===== config.mk =====
export PLATFORM = sky130hd
export DESIGN_NAME = csa_add_pipe_nx
export DESIGN_NICKNAME = d
export VERILOG_FILES = /design/src/rtl/csa_pkg.sv /design/src/rtl/csa_tree_nto2.sv /design/src/rtl/csa_add_pipe_nx.sv
export SDC_FILE = /design/constraint.sdc
export NUM_CORES = 1
export LEC_CHECK = 0
export BUFFER_PORTS_ARGS = -buffer_cell sky130_fd_sc_hd__buf_2
export CAP_MARGIN = 30
export CORE_UTILIZATION = 59
export DETAILED_ROUTE_END_ITERATION = 16
export HOLD_SLACK_MARGIN = 0.08
export MAX_ROUTING_LAYER = met4
export PLACE_DENSITY = 0.86
export SLEW_MARGIN = 10
export SYNTH_ARGS = -nofsm -noshare
export SYNTH_HDL_FRONTEND = slang
export SYNTH_SLANG_ARGS = --single-unit

===== constraint.sdc =====
create_clock -name clk -period 4.7 [get_ports clk]
set_input_delay 1.175 -clock clk [delete_from_list [all_inputs] [get_ports clk]]
set_output_delay 1.175 -clock clk [all_outputs]
set_load 0.005 [all_outputs]

===== src/rtl/csa_pkg.sv =====
// Shared constants and tree-depth helper for the multi-operand carry-save adder.
package csa_pkg;

  localparam int unsigned CSA_MAX_IN = 8;
  localparam int unsigned WIDTH_DEF  = 32;
  localparam int unsigned TAG_W_DEF  = 4;
  localparam int unsigned CSA_IDX_W  = $clog2(CSA_MAX_IN);

  // Each level turns every full group of three rows into two; leftover rows pass through.
  function automatic int unsigned csa_levels(input int unsigned n);
    int unsigned cnt;
    int unsigned lvl;
    cnt = n;
    lvl = 0;
    for (int unsigned i = 0; i < CSA_MAX_IN; i++) begin
      if (cnt > 2) begin
        cnt = 2 * (cnt / 3) + (cnt % 3);
        lvl = lvl + 1;
      end
    end
    return lvl;
  endfunction

endpackage


===== src/rtl/csa_tree_nto2.sv =====
// Combinational N_IN:2 carry-save reduction built from 3:2 cells, levels unrolled at elaboration.
module csa_tree_nto2
  import csa_pkg::*;
#(
  parameter int unsigned WIDTH = WIDTH_DEF,
  parameter int unsigned N_IN  = 4
) (
  input  logic [N_IN*WIDTH-1:0] ops_i,
  output logic [WIDTH-1:0]      sum_o,
  output logic [WIDTH-1:0]      carry_o
);

  localparam int unsigned LEVELS = csa_levels(N_IN);

  logic [WIDTH-1:0] vec [CSA_MAX_IN];
  logic [WIDTH-1:0] nxt [CSA_MAX_IN];
  logic [WIDTH-1:0] a, b, c;
  int unsigned      cnt;
  int unsigned      grp;
  int unsigned      rem;

  always_comb begin
    for (int unsigned i = 0; i < CSA_MAX_IN; i++) begin
      vec[i] = '0;
      nxt[i] = '0;
    end
    a   = '0;
    b   = '0;
    c   = '0;
    grp = 0;
    rem = 0;
    for (int unsigned k = 0; k < N_IN; k++) begin
      vec[k] = ops_i[k*WIDTH +: WIDTH];
    end
    cnt = N_IN;
    for (int unsigned l = 0; l < LEVELS; l++) begin
      grp = cnt / 3;
      rem = cnt % 3;
      for (int unsigned i = 0; i < CSA_MAX_IN; i++) begin
        nxt[i] = '0;
      end
      for (int unsigned g = 0; g < CSA_MAX_IN / 3; g++) begin
        if (g < grp) begin
          a = vec[CSA_IDX_W'(3*g)];
          b = vec[CSA_IDX_W'(3*g+1)];
          c = vec[CSA_IDX_W'(3*g+2)];
          nxt[CSA_IDX_W'(2*g)]   = a ^ b ^ c;
          // carry shifted up one place; the bit leaving the top is dropped (mod 2^WIDTH)
          nxt[CSA_IDX_W'(2*g+1)] = ((a & b) | (a & c) | (b & c)) << 1;
        end
      end
      for (int unsigned r = 0; r < 2; r++) begin
        if (r < rem) begin
          nxt[CSA_IDX_W'(2*grp+r)] = vec[CSA_IDX_W'(3*grp+r)];
        end
      end
      for (int unsigned i = 0; i < CSA_MAX_IN; i++) begin
        vec[i] = nxt[i];
      end
      cnt = 2 * grp + rem;
    end
    sum_o   = vec[0];
    carry_o = vec[1];
  end

endmodule


===== src/rtl/csa_add_pipe_nx.sv =====
// Pipelined masked multi-operand modular adder: CSA tree, optional tree register, CPA output stage.
module csa_add_pipe_nx
  import csa_pkg::*;
#(
  parameter int unsigned WIDTH    = WIDTH_DEF,
  parameter int unsigned N_IN     = 4,
  parameter int unsigned REG_TREE = 1,
  parameter int unsigned TAG_W    = TAG_W_DEF
) (
  input  logic                  clk,
  input  logic                  rst_n,
  input  logic                  in_valid_i,
  output logic                  in_ready_o,
  input  logic [N_IN*WIDTH-1:0] in_data_i,
  input  logic [N_IN-1:0]       in_mask_i,
  input  logic [TAG_W-1:0]      in_tag_i,
  output logic                  out_valid_o,
  input  logic                  out_ready_i,
  output logic [WIDTH-1:0]      out_sum_o,
  output logic [TAG_W-1:0]      out_tag_o
);

  logic [N_IN*WIDTH-1:0] masked_ops;
  logic [WIDTH-1:0]      tree_s;
  logic [WIDTH-1:0]      tree_c;

  always_comb begin
    masked_ops = '0;
    for (int unsigned k = 0; k < N_IN; k++) begin
      if (in_mask_i[k]) begin
        masked_ops[k*WIDTH +: WIDTH] = in_data_i[k*WIDTH +: WIDTH];
      end
    end
  end

  csa_tree_nto2 #(
    .WIDTH(WIDTH),
    .N_IN (N_IN)
  ) u_tree (
    .ops_i  (masked_ops),
    .sum_o  (tree_s),
    .carry_o(tree_c)
  );

  logic             src_valid;
  logic [WIDTH-1:0] src_s;
  logic [WIDTH-1:0] src_c;
  logic [TAG_W-1:0] src_tag;

  logic             o_valid_q, o_valid_d;
  logic [WIDTH-1:0] o_sum_q,   o_sum_d;
  logic [TAG_W-1:0] o_tag_q,   o_tag_d;
  logic             o_ready;

  assign o_ready = !o_valid_q | out_ready_i;

  generate
    if (REG_TREE != 0) begin : g_tree_reg
      logic             t_valid_q, t_valid_d;
      logic [WIDTH-1:0] t_s_q,     t_s_d;
      logic [WIDTH-1:0] t_c_q,     t_c_d;
      logic [TAG_W-1:0] t_tag_q,   t_tag_d;
      logic             t_ready;

      // Accepts while the output stage drains in the same cycle (pass-through).
      assign t_ready = !t_valid_q | o_ready;

      always_comb begin
        t_valid_d = t_valid_q;
        t_s_d     = t_s_q;
        t_c_d     = t_c_q;
        t_tag_d   = t_tag_q;
        if (t_ready) begin
          t_valid_d = in_valid_i;
          if (in_valid_i) begin
            t_s_d   = tree_s;
            t_c_d   = tree_c;
            t_tag_d = in_tag_i;
          end
        end
      end

      always_ff @(posedge clk) begin
        if (!rst_n) begin
          t_valid_q <= 1'b0;
          t_s_q     <= '0;
          t_c_q     <= '0;
          t_tag_q   <= '0;
        end else begin
          t_valid_q <= t_valid_d;
          t_s_q     <= t_s_d;
          t_c_q     <= t_c_d;
          t_tag_q   <= t_tag_d;
        end
      end

      assign src_valid  = t_valid_q;
      assign src_s      = t_s_q;
      assign src_c      = t_c_q;
      assign src_tag    = t_tag_q;
      assign in_ready_o = t_ready;
    end else begin : g_tree_comb
      assign src_valid  = in_valid_i;
      assign src_s      = tree_s;
      assign src_c      = tree_c;
      assign src_tag    = in_tag_i;
      assign in_ready_o = o_ready;
    end
  endgenerate

  always_comb begin
    o_valid_d = o_valid_q;
    o_sum_d   = o_sum_q;
    o_tag_d   = o_tag_q;
    if (o_ready) begin
      o_valid_d = src_valid;
      if (src_valid) begin
        o_sum_d = src_s + src_c;
        o_tag_d = src_tag;
      end
    end
  end

  always_ff @(posedge clk) begin
    if (!rst_n) begin
      o_valid_q <= 1'b0;
      o_sum_q   <= '0;
      o_tag_q   <= '0;
    end else begin
      o_valid_q <= o_valid_d;
      o_sum_q   <= o_sum_d;
      o_tag_q   <= o_tag_d;
    end
  end

  assign out_valid_o = o_valid_q;
  assign out_sum_o   = o_sum_q;
  assign out_tag_o   = o_tag_q;

endmodule

Yosys cells after proc, flatten, opt, wreduce, memory -nomap -nowiden

Index checks and enable logic that the tools add are counted.

Input bits: 140
Flip-flop bits (word level): 105

Reduce and logical (&&, ||, !) cells: 4
Add/sub/neg operators: 1
Bitwise operators: 16
Mux-type cells: 4

Operator list:

| cell              | count |
|---|---|
| $and A31 B31 Y31  | 6 |
| $mux W32          | 4 |
| $xor A32 B32 Y32  | 4 |
| $or A31 B31 Y31   | 4 |
| $add A32 B32 Y32  | 1 |
| $reduce_and A2 Y1 | 2 |
| $logic_not A1 Y1  | 2 |
| $or A1 B1 Y1      | 2 |

Longest topological paths before layout

Depth in word-level cells: 7
Mapped depth: 9
Depth with buffers taken out: 9

Cells and area by module

A second synthesis with hierarchy kept.

Cells, all modules: 902
Area total of the unflattened synthesis: 7738.7 um2

By module, submodules not included:

| module          | instances | area each (um2) | cells an instance |
|---|---|---|---|
| csa_add_pipe_nx | 1         | 6453.7          | 835 |
| csa_tree_nto2   | 1         | 1285.0          | 67 |

Worst setup path before layout

Ideal clock, no wire load.

Kind: input to register
Start point: in in_mask_i[0]
End point: reg g_tree_reg.t_s_q[10]
Stages: 7
Data required time: 4624 ps
Path slack: 1818 ps
Library setup time: 76 ps
Arrival time: 2806 ps
Path buffers: 1
Cell sequence: clkbuf_1 -> nand2_1 -> fa_1 -> inv_1 -> fa_1 -> nand2_1 -> a21boi_0

Cells in the longest elaborated chain, start to end: 6
Elaborated cells between the ends (all ways): 9
Classes of those cells: mux (1); bitwise (8)

Ends and longest elaborated chain:

| what                            | RTL line              | RTL |
|---|---|---|
| from (decl)                     | csa_add_pipe_nx.sv:15 | `input logic [N_IN-1:0] in_mask_i,` |
| $mux W32 *                      | csa_add_pipe_nx.sv:30 | `if (in_mask_i[k]) begin` |
| $and A31 B31 Y31                | csa_tree_nto2.sv:49   | `nxt[CSA_IDX_W'(2*g+1)] = ((a & b) \| (a & c) \| (b & c)) << 1;` |
| $or A31 B31 Y31 (2 in a row)    | csa_tree_nto2.sv:49   |  |
| $xor A32 B32 Y32 * (2 in a row) | csa_tree_nto2.sv:47   | `nxt[CSA_IDX_W'(2*g)] = a ^ b ^ c;` |
| named net tree_s[10]            | csa_add_pipe_nx.sv:24 | `logic [WIDTH-1:0] tree_s;` |
| to (signal assigned)            | csa_add_pipe_nx.sv:91 | `t_s_q <= t_s_d;` |
| to (decl)                       | csa_add_pipe_nx.sv:60 | `logic [WIDTH-1:0] t_s_q, t_s_d;` |

The timed path passes the listed nets; every way through them passes the cells marked *.
A chain may end at the register's enable or synchronous reset.

Worst setup path after layout

Start point: in out_ready_i
End point: out in_ready_o

Cells in the longest elaborated chain, start to end: 2

Ends and longest elaborated chain:

| what         | RTL line              | RTL |
|---|---|---|
| from (decl)  | csa_add_pipe_nx.sv:18 | `input logic out_ready_i,` |
| $or A1 B1 Y1 | csa_add_pipe_nx.sv:55 | `assign o_ready = !o_valid_q \| out_ready_i;` |
| $or A1 B1 Y1 | csa_add_pipe_nx.sv:66 | `assign t_ready = !t_valid_q \| o_ready;` |
| to (decl)    | csa_add_pipe_nx.sv:13 | `output logic in_ready_o,` |

No other way between the ends.

==> flow_metrics.env <==
export IMPL_initial_core_util_pct=60.3
export IMPL_synth_top_cell_area_share_pct=27.6
export IMPL_antenna_left=0
export IMPL_number_of_clock_sinks=105
export IMPL_antenna_found_initial=0
export IMPL_share_clk_of_total_power_pct=32.0
export IMPL_syn_num_nets=1195
export IMPL_layout_net_count=1332
export IMPL_timing_hold_violations_final=0
export IMPL_place_ws_ps=1410
export IMPL_max_slew_worst_pin_slew_ps=831
export IMPL_clockRootBuffer="sky130_fd_sc_hd__clkbuf_16"
export IMPL_yosys_mux_area_fraction_pct=0.263
export IMPL_p_per_area_nw_per_um2=262
export IMPL_cts_repair_resized=0
export IMPL_detail_route_drc_violations=0
export IMPL_portion_of_total_power_attributed_to_sequential_cells_pct=42.9
export IMPL_worst_path_dominant_cell_family="simple AND/OR/NAND/NOR gates"
export IMPL_number_of_enable_flip_flop_cells_after_synthesis=0
export IMPL_synth_simple_area_share_pct=23.0
export IMPL_antenna_cells_inserted=0
export IMPL_critical_path_top_cell_by_count="sky130_fd_sc_hd__buf_2"
export IMPL_synthCells=962
export IMPL_layout_common_cells="sky130_fd_sc_hd__nand2_1 (287), sky130_fd_sc_hd__buf_2 (177), sky130_fd_sc_hd__dfxtp_1 (105)"
export IMPL_standard_cell_row_count=41
export IMPL_core_area_um2=12600
export IMPL_post_route_worst_setup_slack_ps=1640
export IMPL_crit_path_end_kind="primary output"
export IMPL_crit_slowest_cell="sky130_fd_sc_hd__nor2b_1"
export IMPL_setup_repair_after_global_routing_missed_its_margin="no"
export IMPL_setup_tns_final_ps=0
export IMPL_final_layout_size_suffix_gt1_share_pct=18.8
export IMPL_timing_critical_path_cells="buf_2 > nor2b_1 > nand2_1 > buf_2"
export IMPL_die_area_um2=13300
export IMPL_period_share_pct=65.1
export IMPL_layout_commonest_cell="sky130_fd_sc_hd__nand2_1"
export IMPL_final_number_of_max_transition_violations=0
export IMPL_area_growth_syn_to_layout_pct=16.2
export IMPL_synth_area_leader_cell="sky130_fd_sc_hd__dfxtp_1"
export IMPL_clock_tree_buffer_depth=2
export IMPL_yosys_warnings=0
export IMPL_worst_skew_pair_late_latency_ps=360
export IMPL_fraction_of_synthesized_cell_area_in_xor_and_xnor_cells_pct=2.99
export IMPL_netlist_cell_type_count=54
export IMPL_mappedNetlistArea_um2=7610
export IMPL_tritoncts="built"
export IMPL_drt_vias_per_instance=5.42
export IMPL_synth_fa_ha_area_share_pct=21.4
export IMPL_worst_clock_skew_ps=7.68
export IMPL_worstPathRequired_ps=3520
export IMPL_synth_seq_cells=105
export IMPL_max_cap_violations=0
export IMPL_min_path_type="flip-flop to flip-flop"
export IMPL_timing_final_crit_period_ps=3060
export IMPL_synth_area_top_cells="sky130_fd_sc_hd__dfxtp_1 (28%), sky130_fd_sc_hd__fa_1 (16%), sky130_fd_sc_hd__nand2_1 (14%)"
export IMPL_irDropWorstVdd_v=0.000183
export IMPL_detail_route_wl_per_cell_um=14.1
export IMPL_power_leakage_nw=4.14
export IMPL_dr_pass1_iters=5
export IMPL_grt_max_degree=77
export IMPL_power_frac_comb_pct=25.2
export IMPL_track_usage_pct=29.6
export IMPL_critical_path_buf_inv_count=2
export IMPL_postSynthAreaPerCell_um2=7.91
export IMPL_netSwitchingPower_w=0.000744
export IMPL_synthArstFlopShare_pct=0
export IMPL_seq_area_frac_synth_pct=27.6
export IMPL_port_buffer_count=177
export IMPL_cts_setup_buffers=0
export IMPL_largest_family_of_logic_cells_by_synthesized_area="simple AND/OR/NAND/NOR gates"
export IMPL_tritoncts_num_buffers=9
export IMPL_worstSetupStartpointType="input pin"
export IMPL_ys_flop_type="sky130_fd_sc_hd__dfxtp_1"
export IMPL_slew_headroom_pct=44.4
export IMPL_final_setup_violating_endpoints=0
export IMPL_cell_internal_pwr_w=0.00157
export IMPL_result_of_the_run="finished clean"
export IMPL_htreeDepth=3
export IMPL_routed_wirelength_um=18000
export IMPL_detailedPlacementHpwl_um=13900
export IMPL_grt_pass1_vias=6653
export IMPL_netSwitchingFraction_pct=32.2
export IMPL_die_height_um=116
export IMPL_path_class="input pin to primary output"
export IMPL_fmaxAchievable_mhz=327
export IMPL_hold_worst_slack_ps=449
export IMPL_post_route_util_pct=70.0
export IMPL_gpl_final_weighted_congestion=0.930
export IMPL_initial_detailed_routing_violation_count=318
export IMPL_num_io_pins=178
export IMPL_dieWidth_um=116
export IMPL_crit_path_max_fanout=5
export IMPL_worst_endpoint_arrival_ps=1890
export IMPL_overflow=0
export IMPL_share_of_the_synthesized_area_in_compound_gates_ao_oa_aoi_oai_pct=18.6
export IMPL_grt_first_pass_wirelength_um=30200
export IMPL_detailed_route_via_count=6914
export IMPL_critPathMaxStageDelay_ps=300
export IMPL_cts_hold_buf=0
export IMPL_clkSlewWorstSetupHoldPaths_ps=70
==> Yosys cell counts (7+ instances only) <==
cell,n
sky130_fd_sc_hd__a21oi_1,40
sky130_fd_sc_hd__a21o_1,7
sky130_fd_sc_hd__nor3_1,8
sky130_fd_sc_hd__a211oi_1,8
sky130_fd_sc_hd__o21ai_0,37
sky130_fd_sc_hd__xnor2_1,15
sky130_fd_sc_hd__and2_1,46
sky130_fd_sc_hd__xor2_1,11
sky130_fd_sc_hd__ha_1,31
sky130_fd_sc_hd__nand3_1,13
sky130_fd_sc_hd__fa_1,62
sky130_fd_sc_hd__nor2_1,17
sky130_fd_sc_hd__clkbuf_1,47
sky130_fd_sc_hd__inv_1,65
sky130_fd_sc_hd__nand2_1,288
sky130_fd_sc_hd__dfxtp_1,105
sky130_fd_sc_hd__a21boi_0,75
==> state kept, by name, indices dropped and copies added (netlist names) <==
signal	count
g_tree_reg.t_c_q	31
out_sum_o	32
g_tree_reg.t_tag_q	4
out_tag_o	4
out_valid_o	1
g_tree_reg.t_valid_q	1
g_tree_reg.t_s_q	32
==> worst reg2reg max path, stage by stage, from the launching register on <==
cell	delay (ps)
sky130_fd_sc_hd__dfxtp_1	320
sky130_fd_sc_hd__ha_1	230
sky130_fd_sc_hd__fa_1	410
sky130_fd_sc_hd__a21o_1	210
sky130_fd_sc_hd__a221o_2	390
sky130_fd_sc_hd__a221o_1	380
sky130_fd_sc_hd__a41oi_2	330
sky130_fd_sc_hd__o21ai_1	120
sky130_fd_sc_hd__xnor2_1	200
sky130_fd_sc_hd__o21ai_0	90
==> power by group through the flow <==
stage                     logic [W]  clock network [W]  registers (W)
after floorplan            0.000400                  0        0.00100
after global placement     0.000560                  0        0.00101
after detailed placement   0.000578                  0        0.00101
after CTS                  0.000581           0.000745       0.000991
after global routing       0.000669           0.000783       0.000999
final                      0.000582           0.000739       0.000990
==> cell type report <==
cell class / count / area [um2]
tap: 172 / 215
multi-input combinational: 736 / 5050
inverter: 65 / 244
fill: 1093 / 3780
clock buffer: 9 / 225
sequential: 105 / 2100
timing repair buffer: 182 / 936
clock inverter: 7 / 65.1
==> layer usage <==
metal / GRT usage, % / share of wire, %
met5: - / 0
met4: 8.83 / 1.5
met3: 4.39 / 4.9
met2: 48.7 / 49
met1: 37.6 / 45
==> worst paths after layout <==
kind,startpoint,endpoint,slack (ps),depth (start not counted)
max,out_ready_i,in_ready_o,1640,4
min,out_sum_o[20]$_SDFFE_PN0P_,out_sum_o[20]$_SDFFE_PN0P_,450,2
max reg2reg,g_tree_reg.t_s_q[1]$_SDFFE_PN0P_,out_sum_o[25]$_SDFFE_PN0P_,1860,9
min reg2reg,out_sum_o[20]$_SDFFE_PN0P_,out_sum_o[20]$_SDFFE_PN0P_,450,2
==> stage by stage <==
step                std cells  area (um2)  total power [W]
finish                   1276        8830          0.00231
global route             1276        8830          0.00245
CTS                      1276        8830          0.00232
detailed placement       1260        8540          0.00159
global placement         1259        8520          0.00157
floorplan                 962        7610          0.00140
==> cells by family after synthesis <==
logic type	Yosys count
XOR/XNOR	26
AO/OA/AOI/OAI	211
buffers and inverters	121
multiplexers	2
AND/OR/NAND/NOR	404
adder cells (fa/ha/maj)	93
flip-flops	105
No activity file was read; power rests on OpenSTA's default activity.
